--- src/rtl/left_rotate_seq_if.sv ---
// Handshake bundle for the sequential left rotator: request side (data + amount)
// and response side (rotated word), each with its own valid/ready pair.
interface left_rotate_seq_if #(
  parameter int unsigned WIDTH = 32
);
  localparam int unsigned AMT_W = $clog2(WIDTH);

  logic [WIDTH-1:0] in_data;
  logic [AMT_W-1:0] in_amt;
  logic             in_valid;
  logic             in_ready;
  logic [WIDTH-1:0] out_data;
  logic             out_valid;
  logic             out_ready;
  logic             busy;

  modport master (
    output in_data, in_amt, in_valid, out_ready,
    input  in_ready, out_data, out_valid, busy
  );

  modport slave (
    input  in_data, in_amt, in_valid, out_ready,
    output in_ready, out_data, out_valid, busy
  );
endinterface

--- src/rtl/left_rotate_seq.sv ---
// Multi-cycle left rotator: resolves one rotate-amount bit per cycle, MSB first,
// and holds the result until the consumer takes it. Inverse of the ALU right rotator.
module left_rotate_seq #(
  parameter int unsigned WIDTH = 32
) (
  input  logic              clk,
  input  logic              reset,
  left_rotate_seq_if.slave  bus
);
  localparam int unsigned AMT_W   = $clog2(WIDTH);
  localparam int unsigned STAGE_W = $clog2(AMT_W);

  typedef enum logic [1:0] {
    IDLE   = 2'd0,
    ROTATE = 2'd1,
    DONE   = 2'd2
  } state_t;

  state_t             state;
  logic [STAGE_W-1:0] stage;
  logic [WIDTH-1:0]   data_reg;
  logic [AMT_W-1:0]   amt_reg;
  logic               in_ready_q;
  logic               out_valid_q;
  logic               busy_q;

  // Rotate left by taking the upper half of the doubled word shifted left.
  function automatic logic [WIDTH-1:0] rotl(input logic [WIDTH-1:0] d,
                                            input logic [AMT_W-1:0] sh);
    logic [2*WIDTH-1:0] t;
    t = {d, d} << sh;
    return t[2*WIDTH-1:WIDTH];
  endfunction

  always_ff @(posedge clk) begin
    if (reset) begin
      state       <= IDLE;
      stage       <= '0;
      data_reg    <= '0;
      amt_reg     <= '0;
      in_ready_q  <= 1'b1;
      out_valid_q <= 1'b0;
      busy_q      <= 1'b0;
    end else begin
      case (state)
        IDLE: begin
          if (bus.in_valid) begin
            data_reg   <= bus.in_data;
            amt_reg    <= bus.in_amt;
            stage      <= STAGE_W'(AMT_W - 1);
            state      <= ROTATE;
            in_ready_q <= 1'b0;
            busy_q     <= 1'b1;
          end
        end
        ROTATE: begin
          if (amt_reg[stage]) begin
            data_reg <= rotl(data_reg, AMT_W'(1) << stage);
          end
          // Full stage count regardless of amount; no early exit.
          if (stage == '0) begin
            state       <= DONE;
            out_valid_q <= 1'b1;
          end else begin
            stage <= stage - STAGE_W'(1);
          end
        end
        DONE: begin
          if (bus.out_ready) begin
            state       <= IDLE;
            out_valid_q <= 1'b0;
            in_ready_q  <= 1'b1;
            busy_q      <= 1'b0;
          end
        end
        default: begin
          state       <= IDLE;
          stage       <= '0;
          in_ready_q  <= 1'b1;
          out_valid_q <= 1'b0;
          busy_q      <= 1'b0;
        end
      endcase
    end
  end

  assign bus.in_ready  = in_ready_q;
  assign bus.out_valid = out_valid_q;
  assign bus.busy      = busy_q;
  assign bus.out_data  = data_reg;
endmodule

--- src/flat_wrapper.sv ---
// flat-port wrapper written by rule: the top's interface ports become plain ports
module left_rotate_seq_flat 
#(
  parameter int unsigned WIDTH = 32
)
  (clk, reset, bus_in_data, bus_in_amt, bus_in_valid, bus_out_ready, bus_in_ready, bus_out_data, bus_out_valid, bus_busy);
  left_rotate_seq_if #(.WIDTH(WIDTH)) bus_i ();
  input  logic clk;
  input  logic reset;
  input wire logic [$bits(bus_i.in_data)-1:0] bus_in_data;
  input wire logic [$bits(bus_i.in_amt)-1:0] bus_in_amt;
  input wire logic [$bits(bus_i.in_valid)-1:0] bus_in_valid;
  input wire logic [$bits(bus_i.out_ready)-1:0] bus_out_ready;
  output wire logic [$bits(bus_i.in_ready)-1:0] bus_in_ready;
  output wire logic [$bits(bus_i.out_data)-1:0] bus_out_data;
  output wire logic [$bits(bus_i.out_valid)-1:0] bus_out_valid;
  output wire logic [$bits(bus_i.busy)-1:0] bus_busy;
  assign bus_i.in_data = bus_in_data;
  assign bus_i.in_amt = bus_in_amt;
  assign bus_i.in_valid = bus_in_valid;
  assign bus_i.out_ready = bus_out_ready;
  assign bus_in_ready = bus_i.in_ready;
  assign bus_out_data = bus_i.out_data;
  assign bus_out_valid = bus_i.out_valid;
  assign bus_busy = bus_i.busy;
  left_rotate_seq #(.WIDTH(WIDTH)) u_core (.clk(clk), .reset(reset), .bus(bus_i));
endmodule
--- config.mk ---
export PLATFORM = sky130hd
export DESIGN_NAME = left_rotate_seq_flat
export DESIGN_NICKNAME = d
export VERILOG_FILES = /design/src/rtl/left_rotate_seq_if.sv /design/src/rtl/left_rotate_seq.sv /design/src/flat_wrapper.sv
export SDC_FILE = /design/constraint.sdc
export NUM_CORES = 1
export LEC_CHECK = 0
export CORE_MARGIN = 5
export CORE_UTILIZATION = 50
export DETAILED_ROUTE_END_ITERATION = 8
export GPL_TIMING_DRIVEN = 0
export PLACE_DENSITY = 0.86
export SYNTH_ARGS = -nofsm -noshare
export SYNTH_HDL_FRONTEND = slang
export SYNTH_SLANG_ARGS = --single-unit
--- constraint.sdc ---
create_clock -name clk -period 2.9 [get_ports clk]
set_clock_uncertainty 0.1 [all_clocks]
set_input_delay 0.58 -clock clk [delete_from_list [all_inputs] [get_ports clk]]
set_output_delay 0.58 -clock clk [all_outputs]
set_load 0.05 [all_outputs]
Word level (Yosys, flattened, before mapping)
Index checks and enable logic that the tools add are counted.
{ "word_totals": {"regBits": 45, "output_inout_bits": 35} }
{ "op_classes": {"add_sub_neg": 1, "n_lt_le_gt_ge": 1, "n_eq_ne": 7, "shift": 2, "muxes": 20, "bitwise_logic": 3, "n_reduce_logical": 9} }
{ "ops": {"columns": ["cell", "n"], "rows": [
  ["32-bit 2-to-1 mux", 2],
  ["32-bit case mux with 2 select lines", 1],
  ["64-bit by 5-bit left shift with 64-bit output", 1],
  ["3-bit AND reduction", 5],
  ["1-bit case mux with 3 select lines", 3],
  ["3-bit case mux with 3 select lines", 1],
  ["1-bit 2-to-1 mux", 6],
  ["2-bit 2-to-1 mux", 3],
  ["3-bit 2-to-1 mux", 2],
  ["2-bit inequality test, second input constant", 3],
  ["2-bit case mux with 3 select lines", 1],
  ["1-bit by 3-bit left shift with 5-bit output, first input constant", 1],
  ["3-bit by 4-bit < comparator with 1-bit output, second input constant", 1],
  ["2-bit by 1-bit inequality test with 1-bit output, second input constant", 2],
  ["1-bit binary-select mux with 3-bit select", 1],
  ["3-bit zero test", 1],
  ["1-bit NOT", 3],
  ["3-bit by 1-bit subtractor with 3-bit output, second input constant", 1],
  ["2-bit by 1-bit equality test with 1-bit output, second input constant", 1],
  ["2-bit equality test, second input constant", 1],
  ["2-bit zero test", 1],
  ["2-bit AND reduction", 1],
  ["2-bit nonzero test", 1]
]} }

Longest topological paths before layout
Gate-level depths: netlist of run 1.
{ "logic_depth": {"depth_word": 4, "ltp_mapped": 10, "ltp_nobuf": 7} }

Least setup slack after synthesis of run 1
Ideal clock, no wire load.
{ "synth_path": {"kind": "register -> register", "startpoint": "register u_core.stage[0]", "endpoint": "register u_core.data_reg[14], in the netlist u_core.bus.out_data[14]", "setup_ps": 134, "t_arrival_ps": 2197, "setup_slack_ps": 468, "stages_incl_launch_ff": 11, "synth_period_minus_slack_ps": 2432, "path_cell_list": "dfxtp_1 inv_1 ha_1 buf_6 or3_1 buf_2 buf_4 a21oi_1 nor4_1 a2111oi_2 a211oi_1"} }
{ "synth_via": {"elab_chain_len": 4} }
{ "synth_lines": {"columns": ["element", "line", "text"], "rows": [
  ["start, declared", "left_rotate_seq.sv:20", "logic [STAGE_W-1:0] stage;"],
  ["start signal, assigned", "left_rotate_seq.sv:50", "stage <= STAGE_W'(AMT_W - 1);"],
  ["start signal, assigned", "left_rotate_seq.sv:65", "stage <= stage - STAGE_W'(1);"],
  ["1-bit by 3-bit left shift with 5-bit output / 1-bit binary-select mux with 3-bit select (equally long branches)", "left_rotate_seq.sv:58, left_rotate_seq.sv:57", null],
  ["64-bit by 5-bit left shift with 64-bit output / 1-bit 2-to-1 mux (equally long branches)", "left_rotate_seq.sv:31, left_rotate_seq.sv:57", null],
  ["32-bit 2-to-1 mux / 2-bit by 1-bit inequality test with 1-bit output (equally long branches)", null, null],
  ["32-bit case mux with 2 select lines / 3-bit AND reduction (equally long branches)", null, null],
  ["end signal, assigned", "left_rotate_seq.sv:48", "data_reg <= bus.in_data;"],
  ["end signal, assigned", "left_rotate_seq.sv:58", "data_reg <= rotl(data_reg, AMT_W'(1) << stage);"],
  ["end, declared", "left_rotate_seq.sv:21", "logic [WIDTH-1:0] data_reg;"]
]} }
Several ways; a longest one is shown, not always the timed one. The select of a mux whose other input is x is not followed.
A chain may end at the register's enable or synchronous reset.

Final worst setup path of run 1
{ "layout_path": {"startpoint": "register u_core.stage[0]", "endpoint": "register u_core.data_reg[9], in the netlist u_core.bus.out_data[9]"} }
Same word-level chain as after synthesis.

==> flow_metrics.env, run 1 <==
export IMPL_setup_violations_final=0
export IMPL_p_int_mw=1.94
export IMPL_fin_nets=661
export IMPL_critPathKind="register to register"
export IMPL_synth_cells=534
export IMPL_largest_reg_flops=32
export IMPL_avgViaCountPerCell=7.74
export IMPL_cp_arrival_ns=3.00
export IMPL_p_seq_share_pct=24.1
export IMPL_die_h_um=102
export IMPL_postCtsHoldBufs=0
export IMPL_r2r_setup_slack_ns=0.02
export IMPL_drive_gt1_share_pct=16.1
export IMPL_dp_cells=713
export IMPL_htree_num_levels=2
export IMPL_fmax_mhz=347
export IMPL_port_buffers=74
export IMPL_synth_adder_area_share_pct=1.48
export IMPL_routed_wl_mm=21.2
export IMPL_cts_buffer_depth=2
export IMPL_async_reset_ff_share_pct=0
export IMPL_initial_core_util_pct=51.3
export IMPL_timing_rr_start="u_core.stage[0]"
export IMPL_gp_congestion=1.07
export IMPL_swShare_pct=55.3
export IMPL_power_leakage_nw=1.87
export IMPL_cts_tree="yes"
export IMPL_tightest_slew_ns=1.06
export IMPL_slew_headroom_pct=28.7
export IMPL_finalCriticalPeriod_ns=2.88
export IMPL_area_growth_pct=25.1
export IMPL_power_density_nw_per_um2=824
export IMPL_post_synth_top_area_cell="dfxtp_1"
export IMPL_clkTransAtPathRegs_ns=0.10
export IMPL_required_ns=3.02
export IMPL_num_vias=5580
export IMPL_netlist_area_leader_share_pct=21.4
export IMPL_dr_pass1_iters=8
export IMPL_grt_max_degree=15
export IMPL_avgSynthCellArea_um2=7.90
export IMPL_first_iter_violations=963
export IMPL_cp_start_kind="register"
export IMPL_fin_area_um2=5280
export IMPL_min_path_type="register to register"
export IMPL_synth_compound_area_share_pct=33.6
export IMPL_grt_ovfl_total=0
export IMPL_synth_top_family_by_area="compound AO/OA/AOI/OAI gates"
export IMPL_rows=33
export IMPL_dieArea_um2=10400
export IMPL_first_global_vias=5291
export IMPL_fin_cells=721
export IMPL_drv_cap=0
export IMPL_die_x_um=102
export IMPL_synth_edff_count=0
export IMPL_grt_pass1_wl_mm=31.3
export IMPL_hold_viol=0
export IMPL_synth_xor_area_share_pct=0.208
export IMPL_rr_worst_depth=10
export IMPL_postRouteAntennaNets=0
export IMPL_outcome="finished clean"
export IMPL_cts_root_buffer="clkbuf_8"
export IMPL_yosys_cell_types_count=73
export IMPL_synth_nets=580
export IMPL_p_comb_share_pct=65.8
export IMPL_synth_area_top_cells="dfxtp_1 (21%), nor4_1 (6.8%), mux2_2 (6.1%)"
export IMPL_grt_antenna_before_repair=0
export IMPL_rsz0062_at_grt="false"
export IMPL_cp_end_kind="register"
export IMPL_diodes=0
export IMPL_synth_warnings=0
export IMPL_io_pins=76
export IMPL_wl_per_cell_um=29.4
export IMPL_critPathLaunch="u_core.stage[0]"
export IMPL_drt_drc_violations_left=0
export IMPL_cts_buffers=5
export IMPL_synth_top_flop_cell="dfxtp_1"
export IMPL_place_ws_ns=-0.259
export IMPL_finalCritPeriodShare_pct=99.4
export IMPL_finalMaxSlewViolations=0
export IMPL_timing_hold_ws_ns=0.374
export IMPL_clkPwrFrac_pct=10.1
export IMPL_hpwlAfterDp_mm=15.7
export IMPL_cts_sinks=45
export IMPL_synthMuxAreaShare_pct=10.0
export IMPL_place_area_um2=5090
export IMPL_synth_seq_cells=45
export IMPL_setup_ws_ns=0.0184
export IMPL_ir_worst_vdd_v=0.000434
export IMPL_netlist_area_um2=4220
export IMPL_clock_latency_ns=0.32
export IMPL_cp_endpoint="u_core.bus.out_data[9]"
export IMPL_cp_max_fo=10
export IMPL_nFillCells=732
export IMPL_yosysSeqAreaShare_pct=21.4
export IMPL_core_area_um2=8220
export IMPL_yosys_area_share_simple_pct=24.2
export IMPL_grtUsageTotal_pct=40.1
export IMPL_netSwitchingPower_mw=2.40
export IMPL_r2r_end="u_core.bus.out_data[9]"
power by group through the flow:
| stage | clock [mW] | sequential (mW) | combinational, mW |
|---|---|---|---|
| after floorplan | 0 | 1.29 | 1.50 |
| after global placement | 0 | 1.03 | 2.66 |
| after detailed placement | 0 | 1.03 | 2.67 |
| after CTS | 0.432 | 1.02 | 2.70 |
| after global routing | 0.459 | 1.05 | 2.95 |
| final | 0.438 | 1.05 | 2.86 |
critical path, stage by stage (launching register included):
cell      delay [ns]
dfxtp_4         0.38
inv_1           0.14
ha_1            0.21
buf_6           0.18
buf_8           0.19
buf_6           0.17
nand3_1         0.27
buf_2           0.33
o31ai_2         0.36
a21oi_1         0.15
a311oi_1        0.29
synth_stat cells (2+ instances only):
cell type	n
o2111ai_1	2
mux2_2	23
o21bai_1	2
buf_6	8
clkbuf_1	23
a211oi_1	12
nor3_1	23
o22a_1	3
buf_4	8
buf_2	8
a221oi_2	2
a2111oi_2	4
mux2i_1	14
o22ai_1	41
nor2_1	51
a22o_1	4
a222oi_1	6
nor4_1	46
a2bb2oi_1	2
ha_1	5
or4_1	9
a31oi_1	3
nand3_1	4
a311oi_1	7
a2bb2o_1	3
o22ai_2	3
nand2_1	15
o2bb2ai_1	2
a21oi_1	43
nor3b_2	2
or3_1	2
a22oi_1	2
o21ai_0	18
inv_1	17
buf_1	2
nand2b_1	10
o2111a_1	9
o211a_1	2
a2111oi_0	2
o31ai_1	2
nor2b_1	9
a221oi_1	3
o211ai_1	4
dfxtp_1	45
layout make-up:
type	instances	area [um2]	area share, %
flip-flops and latches	45	906	17.2
clock inverters	2	15.0	0.284
inverters	18	67.6	1.28
multi-input cells	420	3020	57.2
plain buffers	51	325	6.16
well taps	105	131	2.49
clock buffers	6	72.6	1.38
repair buffers	74	741	14.0
placed cells by master (no fill, tap or decap), drive strengths merged, types with 3 or more instances in the layout:
cell type | Yosys | layout
nor4 | 46 | 46
nor2 | 51 | 51
o211ai | 4 | 4
ha | 5 | 5
nor2b | 9 | 9
dfxtp | 45 | 45
o21ai | 18 | 18
clkdlybuf4s50 | 0 | 74
nand3 | 4 | 4
a222oi | 6 | 6
a221oi | 5 | 5
a22o | 4 | 4
a2111oi | 7 | 7
buf | 28 | 29
or4 | 9 | 9
a21oi | 44 | 44
nor3 | 24 | 24
mux2 | 23 | 23
mux2i | 14 | 14
inv | 18 | 18
a2bb2o | 3 | 3
a31oi | 3 | 3
clkbuf | 23 | 28
a311oi | 8 | 8
o31ai | 4 | 4
o2111a | 9 | 9
nand2 | 15 | 15
nand2b | 10 | 10
a211oi | 12 | 12
o22ai | 44 | 44
o22a | 3 | 3
worst min path at each step:
stage | from | endpoint | cells past startpoint
6_report | u_core.amt_reg[4] | u_core.amt_reg[4] | 2
4_1_cts | u_core.amt_reg[4] | u_core.amt_reg[4] | 2
3_5_place_dp | u_core.amt_reg[4] | u_core.amt_reg[4] | 2
3_3_place_gp | u_core.amt_reg[3] | u_core.amt_reg[3] | 2
2_1_floorplan | u_core.amt_reg[4] | u_core.amt_reg[4] | 2
5_1_grt | u_core.amt_reg[1] | u_core.amt_reg[1] | 2
cell families after synthesis:
kind of cell / Yosys count
flip-flops: 45
AND/OR/NAND/NOR: 185
AO/OA/AOI/OAI: 191
multiplexers: 38
adder cells (fa/ha/maj): 5
buffers and inverters: 69
XOR/XNOR: 1
routing by layer:
metal | wire (um) | share of wire, % | track usage, %
met1 | 7470 | 35 | 51.9
met2 | 8930 | 42 | 59.6
met3 | 3140 | 15 | 11.1
met4 | 1660 | 7.8 | 23.6
met5 | 0 | 0 | 0
stage by stage:
step                power (mW)  util, %  TNS [ns]
global placement          3.69     61.9    -0.717
global route              4.46     64.2         0
CTS                       4.15     63.5         0
floorplan                 2.79        -         0
finish                    4.35     64.2         0
detailed placement        3.70     61.9    -0.773
repair_timing:
action	4_1_cts	5_1_grt
setup buffers	0	0
gates cloned	0	0
pin swaps	0	2
setup endpoints to repair	13	22
resized for setup	11	18
Note: power is estimated with default switching activity, not from simulation.
==> run 2, diff against run 1 <==
--- a/config.mk
+++ b/config.mk
@@ -9,6 +9,7 @@
 export CORE_UTILIZATION = 50
 export DETAILED_ROUTE_END_ITERATION = 8
 export GPL_TIMING_DRIVEN = 0
+export MAX_ROUTING_LAYER = met4
 export PLACE_DENSITY = 0.86
 export SYNTH_ARGS = -nofsm -noshare
 export SYNTH_HDL_FRONTEND = slang
==> run 2 against run 1 <==
Non-clock buffer count is the same. Total power shrank 0.69%. Global-route usage shrank 0.39 points. Routed wire length shrank 3.3%. Setup slack gained 0.022 ns. Critical path type unchanged.
==> flow_metrics.env, run 2 (same netlist as run 1, synthesis figures left out) <==
export IMPL_avgViaCountPerCell=7.57
export IMPL_diodes=0
export IMPL_rows=33
export IMPL_p_comb_share_pct=65.0
export IMPL_outcome="finished clean"
export IMPL_cts_buffers=5
export IMPL_dr_pass1_iters=8
export IMPL_fin_util_pct=64.1
export IMPL_finalCritPeriodShare_pct=98.6
export IMPL_clkTransAtPathRegs_ns=0.10
export IMPL_io_pins=76
export IMPL_path_cells="inv_1 > ha_1 > buf_6 > or3_1 > buf_2 > buf_4 > a21oi_2 > nor4_1 > a2111oi_2 > a211oi_1"
export IMPL_slew_headroom_pct=43.4
export IMPL_grt_pass1_wl_mm=29.8
export IMPL_required_ns=2.98
export IMPL_cp_end_kind="register"
export IMPL_clkPwrFrac_pct=10.4
export IMPL_slowest_delay_ns=0.48
export IMPL_drt_drc_violations_left=0
export IMPL_cts_tree="yes"
export IMPL_fin_cells=721
export IMPL_min_path_type="register to register"
export IMPL_fin_nets=661
export IMPL_cts_root_buffer="clkbuf_8"
export IMPL_htree_num_levels=2
export IMPL_drv_cap=0
export IMPL_wl_per_cell_um=28.4
export IMPL_cp_arrival_ns=2.94
export IMPL_port_buffers=74
export IMPL_first_global_vias=4969
export IMPL_core_area_um2=8220
export IMPL_cp_max_fo=10
export IMPL_cts_buffer_depth=2
export IMPL_first_iter_violations=943
export IMPL_drive_gt1_share_pct=16.1
export IMPL_critPathKind="register to register"
export IMPL_place_area_um2=5090
export IMPL_fin_area_um2=5270
export IMPL_postCtsHoldBufs=0
export IMPL_routed_wl_mm=20.5
export IMPL_cp_start_kind="register"
export IMPL_slowest_stage="a2111oi_2"
export IMPL_cts_sinks=45
export IMPL_layout_common_cells="clkdlybuf4s50_1 (74), nor2_1 (51), nor4_1 (43), dfxtp_1 (43), a21oi_1 (40)"
export IMPL_hold_viol=0
export IMPL_power_leakage_nw=1.88
export IMPL_die_x_um=102
export IMPL_tightest_slew_ns=0.846
export IMPL_p_seq_share_pct=24.6
export IMPL_dp_cells=713
export IMPL_timing_hold_ws_ns=0.389
export IMPL_finalMaxSlewViolations=0
export IMPL_grt_max_degree=16
export IMPL_hpwlAfterDp_mm=15.3
export IMPL_area_growth_pct=24.9
export IMPL_die_h_um=102
export IMPL_fmax_mhz=350
export IMPL_dieArea_um2=10400
export IMPL_grt_antenna_before_repair=0
export IMPL_finalCriticalPeriod_ns=2.86
export IMPL_total_power_mw=4.32
export IMPL_initial_core_util_pct=51.3
export IMPL_num_vias=5461
export IMPL_clock_latency_ns=0.33
export IMPL_grtUsageTotal_pct=39.7
export IMPL_gp_congestion=1.12
export IMPL_mostFrequentLayoutCell="clkdlybuf4s50_1"
export IMPL_grt_ovfl_total=0
export IMPL_setup_ws_ns=0.0407
export IMPL_power_density_nw_per_um2=820
export IMPL_place_ws_ns=-0.173
export IMPL_final_setup_tns_ns=0
export IMPL_ir_worst_vdd_v=0.000397
export IMPL_postRouteAntennaNets=0
export IMPL_p_int_mw=1.94
export IMPL_netSwitchingPower_mw=2.38
export IMPL_swShare_pct=55.1
export IMPL_largest_reg_flops=32
export IMPL_setup_violations_final=0
-- run 2: routing by layer --
metal  vias to the layer above  GRT usage, %  wire, um  part of all wire [%]
met5                         -             -         0                     0
met3                       149          9.69      2930                    14
met2                       555          57.2      8510                    42
li1                       2275             -         -                     -
met4                         0          23.2      1570                   7.7
met1                      2482          50.3      7480                    36
-- run 2: final cells by class --
cell class / instances / area [um2]
tap: 105 / 131
fill: 746 / 2950
multi-input combinational: 420 / 3010
sequential: 45 / 906
buffer: 51 / 325
clock buffer: 5 / 68.8
clock inverter: 3 / 21.3
inverter: 18 / 67.6
timing repair buffer: 74 / 741
-- run 2: worst paths after layout --
kind	from	to	cells after the start	slack, ns
max	u_core.stage[1]	u_core.bus.out_data[28]	10	0.04
min	u_core.amt_reg[2]	u_core.amt_reg[2]	2	0.39
min reg2reg	u_core.amt_reg[2]	u_core.amt_reg[2]	2	0.39
max reg2reg	u_core.stage[1]	u_core.bus.out_data[28]	10	0.04
-- run 2: timing repair --
action / in CTS / in global routing
pin swaps: 0 / 2
gates cloned: 0 / 0
resized for setup: 8 / 19
setup buffers: 0 / 0
endpoints found under the setup margin: 12 / 16
-- run 2: critical path, delay by kind of cell (launching register included) --
| kind | cells | cell delay [ns] |
|---|---|---|
| AOI/OAI and AO/OA | 3 | 0.85 |
| adders and majority gates | 1 | 0.22 |
| buffers and inverters | 4 | 0.65 |
| DFF | 1 | 0.43 |
| and+or+nand+nor | 2 | 0.47 |
-- run 2: power by group through the flow --
stage          combinational, mW  clock (mW)  sequential [mW]
2_1_floorplan               1.50           0             1.29
3_3_place_gp                2.63           0             1.04
3_5_place_dp                2.64           0             1.04
4_1_cts                     2.66       0.448             1.02
5_1_grt                     2.90       0.471             1.05
6_report                    2.81       0.449             1.06
